--- config.mk ---
export PLATFORM = sky130hd
export DESIGN_NAME = spi_master_ctrl
export DESIGN_NICKNAME = d
export VERILOG_FILES = /design/src/rtl/spi_master_ctrl_pkg.sv /design/src/rtl/spi_master_ctrl_shift_cnt.sv /design/src/rtl/spi_master_ctrl.sv
export SDC_FILE = /design/constraint.sdc
export NUM_CORES = 1
export LEC_CHECK = 0
export BUFFER_PORTS_ARGS = -buffer_cell sky130_fd_sc_hd__buf_2
export CAP_MARGIN = 20
export CORE_MARGIN = 2
export CORE_UTILIZATION = 35
export CTS_CLUSTER_SIZE = 10
export DETAILED_ROUTE_END_ITERATION = 8
export PLACE_DENSITY = 0.56
export SLEW_MARGIN = 5
export SYNTH_ARGS = -nofsm -noshare
export SYNTH_HDL_FRONTEND = slang
export SYNTH_HIERARCHICAL = 1
export SYNTH_SLANG_ARGS = --single-unit
--- constraint.sdc ---
create_clock -name SCK -period 3.1 [get_ports SCK]
set_input_delay 0.465 -clock SCK [delete_from_list [all_inputs] [get_ports SCK]]
set_output_delay 0.465 -clock SCK [all_outputs]
set_load 0.03 [all_outputs]
--- src/rtl/spi_master_ctrl_pkg.sv ---
// Shared SPI link definitions: opcodes and the frame state encoding
// used by both the master controller and the slave FSM.
package spi_master_ctrl_pkg;

    localparam logic [1:0] OP_WR_ADDR = 2'b00;
    localparam logic [1:0] OP_WR_DATA = 2'b01;
    localparam logic [1:0] OP_RD_ADDR = 2'b10;
    localparam logic [1:0] OP_RD_DATA = 2'b11;

    localparam int CNT_W = 4;

    typedef enum logic [2:0] {
        ST_IDLE  = 3'd0,
        ST_START = 3'd1,
        ST_SHIFT = 3'd2,
        ST_TURN  = 3'd3,
        ST_READ  = 3'd4,
        ST_STOP  = 3'd5
    } state_t;

endpackage

--- src/rtl/spi_master_ctrl_shift_cnt.sv ---
// Loadable down-counter with terminal-count flag; times every
// multi-cycle phase of an SPI frame.
module spi_shift_cnt
    import spi_master_ctrl_pkg::*;
#(
    parameter int W = CNT_W
) (
    input  logic         clk,
    input  logic         rst_n,
    input  logic         load,
    input  logic [W-1:0] load_val,
    input  logic         en,
    output logic         tc
);

    logic [W-1:0] cnt;

    always_ff @(posedge clk) begin
        if (!rst_n) begin
            cnt <= '0;
        end else if (load) begin
            cnt <= load_val;
        end else if (en && cnt != '0) begin
            cnt <= cnt - W'(1);
        end
    end

    assign tc = (cnt == '0);

endmodule

--- src/rtl/spi_master_ctrl.sv ---
// SPI master: serialises 10-bit host commands MSB-first and returns
// the read-back byte of rd-data frames with a one-cycle strobe.
module spi_master_ctrl
    import spi_master_ctrl_pkg::*;
#(
    parameter int CMD_W    = 10,
    parameter int DATA_W   = 8,
    parameter int TURN_CYC = 2,
    parameter int GAP_CYC  = 1
) (
    input  logic              SCK,
    input  logic              rstn,
    input  logic              cmd_valid,
    output logic              cmd_ready,
    input  logic [CMD_W-1:0]  cmd_data,
    output logic              rsp_valid,
    output logic [DATA_W-1:0] rsp_data,
    output logic              busy,
    output logic              MOSI,
    output logic              SS_n,
    input  logic              MISO
);

    state_t             state;
    logic [CMD_W-1:0]   sh;
    logic [1:0]         op;
    logic [DATA_W-2:0]  rx;

    logic               cnt_load;
    logic [CNT_W-1:0]   cnt_val;
    logic               cnt_en;
    logic               cnt_tc;

    // Reload the phase timer on the edge that enters each timed state.
    always_comb begin
        cnt_load = 1'b0;
        cnt_val  = '0;
        unique case (state)
            ST_START: begin
                cnt_load = 1'b1;
                cnt_val  = CNT_W'(CMD_W - 1);
            end
            ST_SHIFT: begin
                cnt_load = cnt_tc;
                cnt_val  = (op == OP_RD_DATA) ? CNT_W'(TURN_CYC - 1)
                                              : CNT_W'(GAP_CYC - 1);
            end
            ST_TURN: begin
                cnt_load = cnt_tc;
                cnt_val  = CNT_W'(DATA_W - 1);
            end
            ST_READ: begin
                cnt_load = cnt_tc;
                cnt_val  = CNT_W'(GAP_CYC - 1);
            end
            default: begin
                cnt_load = 1'b0;
                cnt_val  = '0;
            end
        endcase
    end

    assign cnt_en = (state == ST_SHIFT) || (state == ST_TURN) ||
                    (state == ST_READ)  || (state == ST_STOP);

    spi_shift_cnt #(
        .W (CNT_W)
    ) u_cnt (
        .clk      (SCK),
        .rst_n    (rstn),
        .load     (cnt_load),
        .load_val (cnt_val),
        .en       (cnt_en),
        .tc       (cnt_tc)
    );

    always_ff @(posedge SCK) begin
        if (!rstn) begin
            state     <= ST_IDLE;
            SS_n      <= 1'b1;
            MOSI      <= 1'b0;
            cmd_ready <= 1'b0;
            rsp_valid <= 1'b0;
            rsp_data  <= '0;
            busy      <= 1'b0;
            sh        <= '0;
            op        <= '0;
            rx        <= '0;
        end else begin
            rsp_valid <= 1'b0;
            unique case (state)
                ST_IDLE: begin
                    SS_n <= 1'b1;
                    MOSI <= 1'b0;
                    if (cmd_valid && cmd_ready) begin
                        sh        <= cmd_data;
                        op        <= cmd_data[CMD_W-1 -: 2];
                        MOSI      <= cmd_data[CMD_W-1];
                        SS_n      <= 1'b0;
                        cmd_ready <= 1'b0;
                        busy      <= 1'b1;
                        state     <= ST_START;
                    end else begin
                        cmd_ready <= 1'b1;
                    end
                end
                // Command-check bit is sent twice: in START and SHIFT bit 0.
                ST_START: begin
                    MOSI  <= sh[CMD_W-1];
                    state <= ST_SHIFT;
                end
                ST_SHIFT: begin
                    if (cnt_tc) begin
                        MOSI <= 1'b0;
                        if (op == OP_RD_DATA) begin
                            state <= ST_TURN;
                        end else begin
                            SS_n  <= 1'b1;
                            state <= ST_STOP;
                        end
                    end else begin
                        MOSI <= sh[CMD_W-2];
                        sh   <= {sh[CMD_W-2:0], 1'b0};
                    end
                end
                ST_TURN: begin
                    if (cnt_tc) begin
                        state <= ST_READ;
                    end
                end
                ST_READ: begin
                    rx <= {rx[DATA_W-3:0], MISO};
                    if (cnt_tc) begin
                        rsp_data  <= {rx, MISO};
                        rsp_valid <= 1'b1;
                        SS_n      <= 1'b1;
                        state     <= ST_STOP;
                    end
                end
                ST_STOP: begin
                    if (cnt_tc) begin
                        busy      <= 1'b0;
                        cmd_ready <= 1'b1;
                        state     <= ST_IDLE;
                    end
                end
                default: begin
                    state <= ST_IDLE;
                end
            endcase
        end
    end

endmodule

==> run metrics <==
status finished clean; critical path arrival 2.50 ns; synth warn 6; most frequent cell after synthesis dfxtp_1; most area-consuming cells after synthesis dfxtp_1 (42%), nand2_1 (6.4%), o211a_1 (5.4%), mux2i_1 (4.3%), o221ai_1 (4.2%); compound-cell area share of the yosys netlist 23.09%; CP max stage delay 0.38 ns; Post-synth EDFFs 0; Crit. End Element flip-flop; Initial Util 36.37%; drt drc 0; Top cell by count, worst path inv_1; Slowest cell on crit path dfxtp_1; pwr dens 757.8 nW/um^2; Clock Sinks 39; CP max FO 13; GRT overflow 0; Die Ht 77.08 um; Post-synth ARST share 0%; smallest hold slack 0.4292 ns; number of port buffers 26; WL/cell 12.55 um; mux contribution to synthesized area 4.284%; Post-Synth Adder-Cell Area 0.6693%; Design Area, Final approximately 2100 sq um; Synth Area in Simple Gates between 20% and 30%; synthesized cell area roughly 1900 sq um; area of the multi-input gates 948.4 sq um; share of the synthesized area in the top cell type 41.77%; starting DRC count in detailed routing 81; Post CTS Setup Buffer Count 0; TritonCTS clock tree built; Mapped Nets 232; synthesis-to-finish area growth 14.19%; RSZ-0062 raised after global routing false; crit-path cells inv_1 -> ha_1 -> or3b_4 -> clkinv_2 -> nand2_1 -> o21ai_0 -> inv_1 -> nor2_1 -> a311oi_2; routability cong. roughly 0.73; family with the most delay on the worst path simple AND/OR/NAND/NOR gates; nets@finish ~260; die area 5941 sq um; PostCTS Resize Cnt 0; worst rel slew slack 55.58%; global-route wire length before repair about 6800 um; sequential area share after synthesis 41.77%; Worst-Margin Slew 0.6655 ns; Reg clk slew, reported paths 0.07 ns; num ports 27; crit path time final 2.305 ns; largest net degree at the start of global routing 41; routed vias/inst 4.971; Cells after Synth 217; post-detailed-route count of antenna-violating nets 0; final setup fails 0; H-tree levels 2; cts hold-fix bufs 0; Synth Flop Type dfxtp_1; Clock Latency Late Sink 0.29 ns; CTS Root Buffer Type clkbuf_8; fin util 41.53%; Tot Pwr 1617 uW; max-slew violations 0; Avg Inst Size Synth approximately 8.6 sq um; DR vias 1546; #FFs+latches synth 39; Yosys cell types 43; Hold Path Class primary input to flip-flop; TNS Setup 0 ns; Layout Skew 0.004667 ns; XOR/XNOR share of the synthesized area less than 1%; 1st-pass router iterations 5; vias in the first global route 1475; Cell Area, Placed 2034 sq um; post-synth top area cell dfxtp_1; largest family of logic cells by synthesized area compound AO/OA/AOI/OAI gates; FMAX 433.9 MHz; worst vdd ir about 0.29 mV; GR Util All Layers 13.95%; sequential cell area 780.7 sq um; Rows 26; clock buffer depth 2; Leakage 0.0009386 uW; startpoint types flip-flop; CTS buffer count 5; Antenna Cells 0; die span in x slightly below 80 um; core area 5140 sq um; fillers 583; Worst EP required 3.29 ns; HPWL Detailed around 2600 um; final hold viol count 0; Crit Path Class flip-flop to flip-flop; initial antenna violation count 0; Post-Route WL 3902 um; commonest cells in the netlist dfxtp_1 (39), nand2_1 (32), inv_1 (16), nor2_1 (16), o211a_1 (10); maxcap violations 0; share of cells above drive strength 1 18.67%; Buf+Inv Stages, Crit Path 3; Tcrit/Tclk final 74.34%
[layout make-up]
type | instances | area share [%]
flip-flops and latches | 39 | 36.58
inverters | 17 | 3.048
repair buffers | 29 | 7.151
clock buffers | 8 | 4.689
well taps | 70 | 4.103
multi-input cells | 148 | 44.43
[path summary, 6_finish.rpt]
check | slack [ns] | to | startpoint | cells past startpoint
setup reg to reg | 0.80 | u_cnt/cnt[0]$_SDFFE_PN0P_ | u_cnt/cnt[0]$_SDFFE_PN0P_ | 9
hold reg to reg | 0.45 | rsp_data[6]$_SDFFE_PN0P_ | rsp_data[6]$_SDFFE_PN0P_ | 2
setup / recovery | 0.80 | u_cnt/cnt[0]$_SDFFE_PN0P_ | u_cnt/cnt[0]$_SDFFE_PN0P_ | 9
hold / removal | 0.43 | rsp_data[0]$_SDFFE_PN0P_ | MISO | 3
[routing by layer]
metal / vias up / track usage (%) / part of all wire, %
met5: - / 0 / 0
met4: 0 / 4.821 / 1.5
met3: 6 / 3.529 / 2.9
met2: 21 / 21.14 / 43
met1: 719 / 19.26 / 52
li1: 800 / - / -
[through the flow]
stage / setup WS (ns) / cells
detailed placement: 0.8109 / 303
global placement: 0.8123 / 303
finish: 0.7954 / 311
global route: 0.5682 / 311
CTS: 0.7786 / 311
floorplan: 0.9444 / 217
[cells by family (layout without fill, tap and decap cells)]
group | after synthesis | count (layout)
AND/OR/NAND/NOR | 81 | 81
AO/OA/AOI/OAI | 56 | 56
buffers and inverters | 30 | 54
adder cells (fa/ha/maj) | 1 | 1
XOR/XNOR | 2 | 2
multiplexers | 8 | 8
flip-flops | 39 | 39
[worst reg2reg max path, stage by stage, from the launching register on]
cell and delay (ns):
dfxtp_1 0.38, inv_1 0.07, ha_1 0.24, or3b_4 0.26, clkinv_2 0.16, nand2_1 0.32, o21ai_0 0.22, inv_1 0.22
nor2_1 0.09, a311oi_2 0.26
[sequential cells by signal (all words and copies together) (netlist names)]
register,count
rsp_valid,1
MOSI,1
state,3
sh,10
SS_n,1
rsp_data,8
cmd_ready,1
u_cnt/cnt,4
busy,1
op,2
rx,7
[cell usage in the layout (no fill, tap or decap), types with 2 or more instances in the layout]
cell type and count:
a21boi_1 9, a21oi_1 8, and2_1 2, nand3_1 6, o221ai_1 9, inv_1 16, o21a_1 2, nor2_1 16
mux2i_1 8, buf_4 3, dfxtp_1 39, a21boi_0 4, xor2_1 2, buf_2 26, nor2b_1 8, nand4b_1 2
nand2_1 32, clkbuf_8 7, o211a_1 10, nor2_2 2, o21ai_0 6, nand4_1 2, nand2b_1 2
[where the power goes]
part	total (uW)	leakage, uW	switching [uW]	internal, uW
combinational	572	0.000570	351	221
sequential	673	0.000317	86.2	587
clock	372	0.0000515	169	203
total	1620	0.000939	607	1010
Power figures use the tool's default switching activity.
